==> config.mk <==
export PLATFORM = sky130hd
export DESIGN_NAME = keypad_scanner
export DESIGN_NICKNAME = d
export VERILOG_FILES = /design/src/rtl/keypad_pkg.sv /design/src/rtl/keypad_fifo.sv /design/src/rtl/keypad_scanner.sv
export SDC_FILE = /design/constraint.sdc
export NUM_CORES = 1
export LEC_CHECK = 0
export BUFFER_PORTS_ARGS = -buffer_cell sky130_fd_sc_hd__buf_2
export CAP_MARGIN = 30
export CORE_MARGIN = 1
export CORE_UTILIZATION = 43
export CTS_BUF_LIST = sky130_fd_sc_hd__clkbuf_8
export CTS_CLUSTER_SIZE = 24
export DETAILED_ROUTE_END_ITERATION = 8
export GPL_TIMING_DRIVEN = 0
export PLACE_DENSITY = 0.61
export SYNTH_ARGS = -nofsm -noshare
export SYNTH_HDL_FRONTEND = slang
export SYNTH_SLANG_ARGS = --single-unit
export TNS_END_PERCENT = 5
==> constraint.sdc <==
create_clock -name clk -period 3.4 [get_ports clk]
set_input_delay 0.17 -clock clk [delete_from_list [all_inputs] [get_ports clk]]
set_output_delay 0.17 -clock clk [all_outputs]
set_load 0.01 [all_outputs]
==> src/rtl/keypad_pkg.sv <==
// Shared constants and types for the matrix keypad scanner.
// Holds the scan FSM encoding, key sentinels and code mapping.
package keypad_pkg;

    localparam logic [0:0] S_SCAN = 1'b0;
    localparam logic [0:0] S_EVAL = 1'b1;

    localparam int IDX_W = 7;
    localparam logic [IDX_W-1:0] NONE = 7'h7F;

    localparam logic [3:0] STAR = 4'hE;
    localparam logic [3:0] HASH = 4'hF;

    // Per-frame tally: key hits (saturating at 2) and first hit index.
    typedef struct packed {
        logic [1:0]       hits;
        logic [IDX_W-1:0] idx;
    } tally_t;

    function automatic logic [3:0] key_to_code(
        input logic [IDX_W-1:0] idx,
        input logic             tel
    );
        logic [3:0] code;
        code = idx[3:0];
        if (tel) begin
            if (idx < 7'd9) begin
                code = idx[3:0] + 4'd1;
            end else if (idx == 7'd9) begin
                code = STAR;
            end else if (idx == 7'd10) begin
                code = 4'd0;
            end else begin
                code = HASH;
            end
        end
        return code;
    endfunction

endpackage

==> src/rtl/keypad_fifo.sv <==
// Small key-event buffer with push/full and pop/empty.
// A push while full is accepted only if a pop frees a slot.
module keypad_fifo
    import keypad_pkg::*;
#(
    parameter int DEPTH = 4
) (
    input  logic       clk,
    input  logic       rst,
    input  logic       push,
    input  logic [3:0] din,
    output logic       full,
    input  logic       pop,
    output logic [3:0] dout,
    output logic       empty
);

    localparam int AW = $clog2(DEPTH);

    logic [3:0]  mem [DEPTH];
    logic [AW:0] wr_ptr;
    logic [AW:0] rd_ptr;
    logic        do_push;
    logic        do_pop;

    assign empty   = (wr_ptr == rd_ptr);
    assign full    = (wr_ptr[AW] != rd_ptr[AW]) &&
                     (wr_ptr[AW-1:0] == rd_ptr[AW-1:0]);
    assign do_pop  = pop && !empty;
    assign do_push = push && (!full || do_pop);
    assign dout    = mem[rd_ptr[AW-1:0]];

    // Pointer bookkeeping; extra MSB separates full from empty.
    always_ff @(posedge clk) begin
        if (rst) begin
            wr_ptr <= '0;
            rd_ptr <= '0;
        end else begin
            if (do_push) wr_ptr <= wr_ptr + (AW+1)'(1);
            if (do_pop)  rd_ptr <= rd_ptr + (AW+1)'(1);
        end
    end

    // Storage write; contents are masked by empty so need no reset.
    always_ff @(posedge clk) begin
        if (do_push) mem[wr_ptr[AW-1:0]] <= din;
    end

endmodule

==> src/rtl/keypad_scanner.sv <==
// Row-strobed keypad scanner with frame debounce and event buffer.
// One frame = ROWS row periods plus a single EVAL cycle.
module keypad_scanner
    import keypad_pkg::*;
#(
    parameter int ROWS           = 4,
    parameter int COLS           = 3,
    parameter int SCAN_DIV       = 1000,
    parameter int DEBOUNCE_SCANS = 4,
    parameter int FIFO_DEPTH     = 4,
    parameter int MAP_MODE       = 1
) (
    input  logic            clk,
    input  logic            rst,
    input  logic [COLS-1:0] col_in,
    output logic [ROWS-1:0] row_drive,
    output logic [3:0]      key_code,
    output logic            key_valid,
    input  logic            key_ready,
    output logic            key_held,
    output logic            overflow,
    input  logic            clear_overflow
);

    localparam int RW = $clog2(ROWS);
    localparam int DW = $clog2(SCAN_DIV);
    localparam logic TEL = (MAP_MODE == 1) && (ROWS == 4) && (COLS == 3);
    localparam logic [3:0] DB = 4'(DEBOUNCE_SCANS);

    logic [0:0]       state;
    logic [RW-1:0]    row;
    logic [DW-1:0]    div;
    tally_t           tally;
    tally_t           tally_nxt;
    logic [IDX_W-1:0] prev_cand;
    logic [IDX_W-1:0] committed;
    logic [IDX_W-1:0] cand;
    logic [3:0]       stable;
    logic [3:0]       stable_nxt;
    logic             row_last;
    logic             commit;
    logic             push;
    logic             pop;
    logic             full;
    logic             empty;
    logic             drop;
    logic             ovf;
    logic [3:0]       fifo_dout;

    assign row_last = (state == S_SCAN) && (div == DW'(SCAN_DIV - 1));

    // Fold this row's column sample into the running frame tally.
    always_comb begin
        tally_nxt = tally;
        for (int c = 0; c < COLS; c++) begin
            if (!col_in[c]) begin
                if (tally_nxt.hits == 2'd0) begin
                    tally_nxt.idx = IDX_W'(int'(row) * COLS + c);
                end
                if (tally_nxt.hits != 2'd2) begin
                    tally_nxt.hits = tally_nxt.hits + 2'd1;
                end
            end
        end
    end

    // Frame verdict: a lone key is a candidate, none or ghosting is NONE.
    always_comb begin
        cand = (tally.hits == 2'd1) ? tally.idx : NONE;
        if (cand == prev_cand) begin
            stable_nxt = (stable >= DB) ? DB : stable + 4'd1;
        end else begin
            stable_nxt = 4'd1;
        end
        commit = (state == S_EVAL) && (stable_nxt == DB) &&
                 (cand != committed);
        push   = commit && (cand != NONE);
    end

    // Row sequencing: SCAN walks the rows, EVAL closes the frame.
    always_ff @(posedge clk) begin
        if (rst) begin
            state <= S_SCAN;
            row   <= '0;
            div   <= '0;
            tally <= '0;
        end else begin
            unique case (1'b1)
                (state == S_SCAN): begin
                    if (row_last) begin
                        div   <= '0;
                        tally <= tally_nxt;
                        if (row == RW'(ROWS - 1)) begin
                            state <= S_EVAL;
                            row   <= '0;
                        end else begin
                            row <= row + RW'(1);
                        end
                    end else begin
                        div <= div + DW'(1);
                    end
                end
                (state == S_EVAL): begin
                    state <= S_SCAN;
                    tally <= '0;
                end
            endcase
        end
    end

    // Debounce state and the committed key, updated once per frame.
    always_ff @(posedge clk) begin
        if (rst) begin
            prev_cand <= NONE;
            stable    <= '0;
            committed <= NONE;
        end else if (state == S_EVAL) begin
            prev_cand <= cand;
            stable    <= stable_nxt;
            if (commit) committed <= cand;
        end
    end

    assign pop  = !rst && !empty && key_ready;
    assign drop = push && full && !pop;

    // Sticky overflow; a fresh drop wins over a clear.
    always_ff @(posedge clk) begin
        if (rst) begin
            ovf <= 1'b0;
        end else if (drop) begin
            ovf <= 1'b1;
        end else if (clear_overflow) begin
            ovf <= 1'b0;
        end
    end

    keypad_fifo #(
        .DEPTH (FIFO_DEPTH)
    ) u_fifo (
        .clk   (clk),
        .rst   (rst),
        .push  (push),
        .din   (key_to_code(cand, TEL)),
        .full  (full),
        .pop   (pop),
        .dout  (fifo_dout),
        .empty (empty)
    );

    // Strobe the current row; all rows idle in EVAL and in reset.
    always_comb begin
        row_drive = '1;
        if (!rst && state == S_SCAN) row_drive[row] = 1'b0;
    end

    assign key_valid = !rst && !empty;
    assign key_code  = key_valid ? fifo_dout : 4'd0;
    assign key_held  = !rst && (committed != NONE);
    assign overflow  = !rst && ovf;

endmodule

* Yosys cells after proc, flatten, opt, wreduce, memory -nomap -nowiden
Memory sizes are Yosys's and may differ from the RTL's. A register that Yosys moved wholly into a read port is not among the register bits. Cells that the tools add are included.
Word-level totals: register bits 47, latch bits 0, RAM bits 16, bits in read-only memories 0, memories 1
Memory list:
- u_fifo.mem | depth 4, bits a word 4, rd ports 1, clocked after Yosys merged registers in 1, wr ports 1, line keypad_fifo.sv:20 | logic [3:0] mem [DEPTH];
Cells by class: add/subtract/negate cells 11, $mul 1, divide/modulo/power cells 0, magnitude comparators 4, equality and inequality tests 17, shift-type cells 0, mux-type cells 32, bitwise gates (word level) 2, reduce and logical (&&, ||, !) cells 26
Operator list (number):
- $mux W9 | 4
- $mux W4 | 7
- $mux W7 | 4
- $pmux W9 S2 | 1
- $logic_and A1 B1 Y1 | 15
- $eq A7 B4 Y1 const B | 2
- $ne A7 B7 Y1 const B | 2
- $mux W2 | 6
- $add A10 B1 Y10 const B | 1
- $eq A10 B10 Y1 const B | 1
- $mux W10 | 1
- $add A2 B1 Y2 const B | 4
- $add A4 B1 Y4 const B | 2
- $ne A2 B2 Y1 const B | 4
- $add A7 B2 Y7 const B | 1
- $eq A7 B7 Y1 | 1
- $lt A7 B4 Y1 const B | 1
- $mux W1 | 7
- $ne A7 B7 Y1 | 1
- $add A3 B1 Y3 const B | 2
- $logic_not A2 Y1 | 3
- $add A4 B2 Y5 const B | 1
- $eq A4 B3 Y1 const B | 1
- $ge A4 B3 Y1 const B | 1
- other kinds (16) | 20

* Longest topological paths before layout
word-level depth 11, gate-level depth with buffers 12

* Cells and area by module
A second synthesis with hierarchy kept.
Unflattened totals: cell total of the unflattened synthesis 400, area total of the unflattened synthesis 3759.9 µm²
Modules (own cells, without submodules):
- keypad_scanner | times used 1, cells each 325, area each 2646.3 µm², seq. area each 820.8 µm²
- keypad_fifo | times used 1, cells each 75, area each 1113.6 µm², seq. area each 640.6 µm²

* Worst setup path before layout
No wires, ideal clock.
path kind register to register, from reg tally[8] (netlist name), to mem u_fifo.mem[0][0] (enable), arrival 2.065 ns, path slack 1.026 ns, cell stages (with the launch flop) 10, clock period less this slack 2.374 ns, cell sequence dfxtp_1 -> inv_1 -> ha_1 -> clkbuf_2 -> or3b_1 -> a21oi_1 -> o211a_1 -> nand2_2 -> nor3_2 -> and2_1
Between the ends: longest elaborated chain between the ends 11, elaborated cells between the ends (all ways) 13, those cells by class eq/ne (5); mux (4); reduce/logical (4)
RTL lines:
- from (decl) | line keypad_scanner.sv:33 | tally_t tally;
- from (signal assigned) | line keypad_scanner.sv:92 | tally <= tally_nxt;
- $eq A2 B1 Y1 (*) | line keypad_scanner.sv:69 | cand = (tally.hits == 2'd1) ? tally.idx : NONE;
- $mux W7 (*) | line keypad_scanner.sv:69
- $eq A7 B7 Y1 | line keypad_scanner.sv:70 | if (cand == prev_cand) begin
- $mux W4 | line keypad_scanner.sv:70
- $eq A4 B3 Y1 | line keypad_scanner.sv:75 | commit = (state == S_EVAL) && (stable_nxt == DB) &&
- $logic_and A1 B1 Y1 (2 in a row) | line keypad_scanner.sv:75
- $logic_and A1 B1 Y1 (*) | line keypad_scanner.sv:77 | push = commit && (cand != NONE);
- $logic_and A1 B1 Y1 (*) | line keypad_fifo.sv:30 | assign do_push = push && (!full || do_pop);
- $mux W1 (*) | line keypad_fifo.sv:46 | if (do_push) mem[wr_ptr[AW-1:0]] <= din;
- $mux W1 (not written as such) (*) | line keypad_fifo.sv:46
- to (decl) | line keypad_fifo.sv:20
Every way passes the cells marked *; elsewhere a longest branch is shown, timed or not.

* Final worst setup path
from reg tally[8] (netlist name), to mem u_fifo.mem[2][0] (enable)
Between the ends: longest elaborated chain between the ends 11, elaborated cells between the ends (all ways) 13, those cells by class eq/ne (5); mux (4); reduce/logical (4)
RTL lines:
- $eq A2 B1 Y1 (*) | line keypad_scanner.sv:69
- $mux W7 (*) | line keypad_scanner.sv:69
- net cand[0] | line keypad_scanner.sv:37 | logic [IDX_W-1:0] cand;
- $eq A7 B7 Y1 | line keypad_scanner.sv:70
- $mux W4 | line keypad_scanner.sv:70
- $eq A4 B3 Y1 | line keypad_scanner.sv:75
- $logic_and A1 B1 Y1 (2 in a row) | line keypad_scanner.sv:75
- $logic_and A1 B1 Y1 (*) | line keypad_scanner.sv:77
- $logic_and A1 B1 Y1 (*) | line keypad_fifo.sv:30
- $mux W1 (*) | line keypad_fifo.sv:46
- $mux W1 (not written as such) (*) | line keypad_fifo.sv:46
Mark *: on every way through the listed nets, which the timed path passes. The rest lies on a longest branch.

==> flow_summary.yaml <==
run_status:
  status: "completed"
critical_path:
  worstPathMaxFanout: 8
  start_kind: "flip-flop"
  required_ns: 3.43
  arrival_ns: 2.88
  cp-end-kind: "flip-flop"
  crit_type: "reg2reg"
global_route:
  grt_max_degree: 14
  busiest_layer: "met2"
  grtUsageMet1_pct: 23.6
  grt_pass1_vias: 2687
  use_met3_pct: 3.74
  grt_pass1_wl_um: 12600
  met2_usage_pct: 30.7
  antenna_found_initial: 0
  grt_use_total_pct: 18.5
  gr-total-overflow: 0
timing:
  fin_crit_ns: 2.85
  slew_violations: 0
  setup_viol: 0
  holdWs_ns: 0.0892
  hold_viol: 0
  worst_pin_slew_ns: 0.642
  finalClockSkew_ns: 0.0122
  rsz0062_at_grt: "no"
  slew_headroom_pct: 56.8
  setup_tns_ns: 0
  fmax_mhz: 351
  period_share_pct: 83.8
routing:
  ant_nets: 0
  viasPerCell: 5.45
  drt_pass1_iterations: 4
  drt_wl_total_um: 7380
  drtIter0Drc: 147
  drcViolationCount: 0
  routedWlPerCell_um: 14.2
  vias: 2828
synthesis:
  synth_edf_count: 16
  synth_fa_ha_area_share_pct: 8.01
  synth-xor-area-share_pct: 5.85
  yosys_warnings: 0
  synth_compound_area_share_pct: 11.8
  netlist.top_cell.by_area: "dfxtp_1"
  synth-seq-cells: 65
  synth_area_leaders: "dfxtp_1 (27%), edfxtp_1 (13%), ha_1 (8.0%), nand2_1 (4.4%), xor2_1 (3.9%)"
  syn_area_um2: 3590
  synth.area.mux_share_pct: 7.21
  syn_inst: 384
  synthDistinctLibCells: 61
  synth_top_family_by_area: "simple AND/OR/NAND/NOR gates"
  syn_area_per_cell_um2: 9.36
  ys.flop_type: "dfxtp_1"
  syn_nets: 414
  synth_top_area_share_pct: 27.3
  seq_area_frac_synth_pct: 40.7
  ys_async_sr_fraction_pct: 0
  synth_simple_gate_area_share_pct: 23.3
floorplanning:
  rows: 32
  die_y_um: 93.4
  pin_count: 18
  die_area_um2: 8730
  initial_core_util_pct: 45.6
  die_x_um: 93.4
  core_area_um2: 7890
layout:
  layout.area.seq_um2: 1460
  area_growth_pct: 10.9
  fin_util_pct: 50.5
  final_layout_size_suffix_gt1_share_pct: 12.9
  nets: 442
  antenna_cells: 0
  fin_area_um2: 3980
  final.fill_count: 760
  multi_input_area_um2: 2020
clock_tree:
  cts_resized: 0
  htreeDepth: 3
  cts_root_buffer: "clkbuf_8"
  ctsHoldBuffers: 0
  cts.clk_slew.worst_paths_ns: 0.08
  clk_latency_ns: 0.34
  clockBufferDepth: 2
  cts-buffers-inserted: 9
  clock_sinks: 65
  postCtsSetupRepairBufs: 0
  cts_tree: "built"
pwr:
  leakage_nw: 1.43
  peakVddDrop_v: 0.000186
  power.density_nw_per_um2: 359
placement:
  portBuffers: 17
  place_area_um2: 3810
  gp_congestion: 0.834
  dp_hpwl_um: 5550
job:
  maxCapViolCount: 0
worst_hold_path:
  min_path_type: "in2reg"
-- power breakdown --
part	switching [mW]	internal (mW)	total (mW)
Combinational	0.0313	0.0194	0.0507
Sequential	0.00348	0.790	0.793
Clock	0.318	0.269	0.587
-- Yosys cell counts (all sizes together) (2+ instances only) --
library cell,instances
nand4,6
and2,10
mux4,4
and3,5
nor2,35
nor3b,2
nor3,7
o211a,2
nor4,2
ha,23
nand3b,5
o21ai,19
a31oi,5
edfxtp,16
clkbuf,10
or2b,4
o311ai,4
mux2i,12
o211ai,3
or3,2
or3b,2
buf,5
dfxtp,49
xor2,16
inv,11
nand2,43
a211oi,3
nand2b,6
nor2b,6
o31ai,5
xnor2,8
a21oi,16
or2,2
mux2,4
nand3,15
-- critical path, cell delays in order, from the launching register on --
cell and delay (ns):
dfxtp_1 0.33, inv_1 0.10, ha_1 0.31, inv_1 0.18, nor2_4 0.18, inv_1 0.13
o31ai_1 0.33, o211a_1 0.21, nand2_2 0.08, nor3_2 0.37, and2_1 0.31
-- layout make-up --
cell class / instances / share of cell area (%)
inverter: 12 / 1.13
sequential: 65 / 36.7
buffer: 15 / 1.70
timing repair buffer: 17 / 2.14
multi-input combinational: 292 / 50.7
tap: 102 / 3.20
clock buffer: 9 / 3.11
clock inverter: 7 / 1.35
-- worst paths after layout --
kind                                      from               end  slack, ns  cells after the start
worst max-delay path                  tally[8]  u_fifo.mem[2][0]       0.55                     10
worst max register to register        tally[8]  u_fifo.mem[2][0]       0.55                     10
worst min-delay path            clear_overflow               ovf       0.09                      3
worst min register to register             ovf               ovf       0.49                      2
-- per-stage QoR --
| step | setup WS, ns | total power, mW | cells |
|---|---|---|---|
| after floorplan | 1.03 | 0.845 | 384 |
| after global placement | 0.582 | 0.861 | 503 |
| after detailed placement | 0.547 | 0.862 | 503 |
| after CTS | 0.523 | 1.45 | 519 |
| after global routing | 0.314 | 1.49 | 519 |
| final | 0.552 | 1.43 | 519 |
-- state kept, by name (all words and copies together) (netlist names), 3 cells and up, named ones only --
| register | count |
|---|---|
| committed | 7 |
| u_fifo.wr_ptr | 3 |
| prev_cand | 7 |
| u_fifo.rd_ptr | 3 |
| u_fifo.mem | 16 |
| div | 10 |
| tally | 9 |
| stable | 4 |
-- logic make-up (layout without fill, tap and decap cells) --
family,after synthesis,count (layout)
xor+xnor,24,24
mux,20,20
flops,65,65
compound gates,66,66
simple gates,159,159
buf+inv,27,60
fa+ha+maj,23,23
-- layer usage --
| metal | up-vias | routed length (um) |
|---|---|---|
| met5 | - | 0 |
| met4 | 0 | 112 |
| met3 | 12 | 252 |
| met2 | 48 | 3610 |
| met1 | 1345 | 3410 |
| li1 | 1423 | - |
-- layout by cell type, fill, tap and decap left out, drive strengths merged, types with 12 or more instances in the layout --
cell,count
inv,13
o21ai,19
edfxtp,16
dfxtp,49
clkbuf,19
a21oi,16
buf,22
mux2i,12
ha,23
xor2,16
nand2,43
nand3,15
nor2,35
Note: power is estimated with default switching activity, not from simulation.
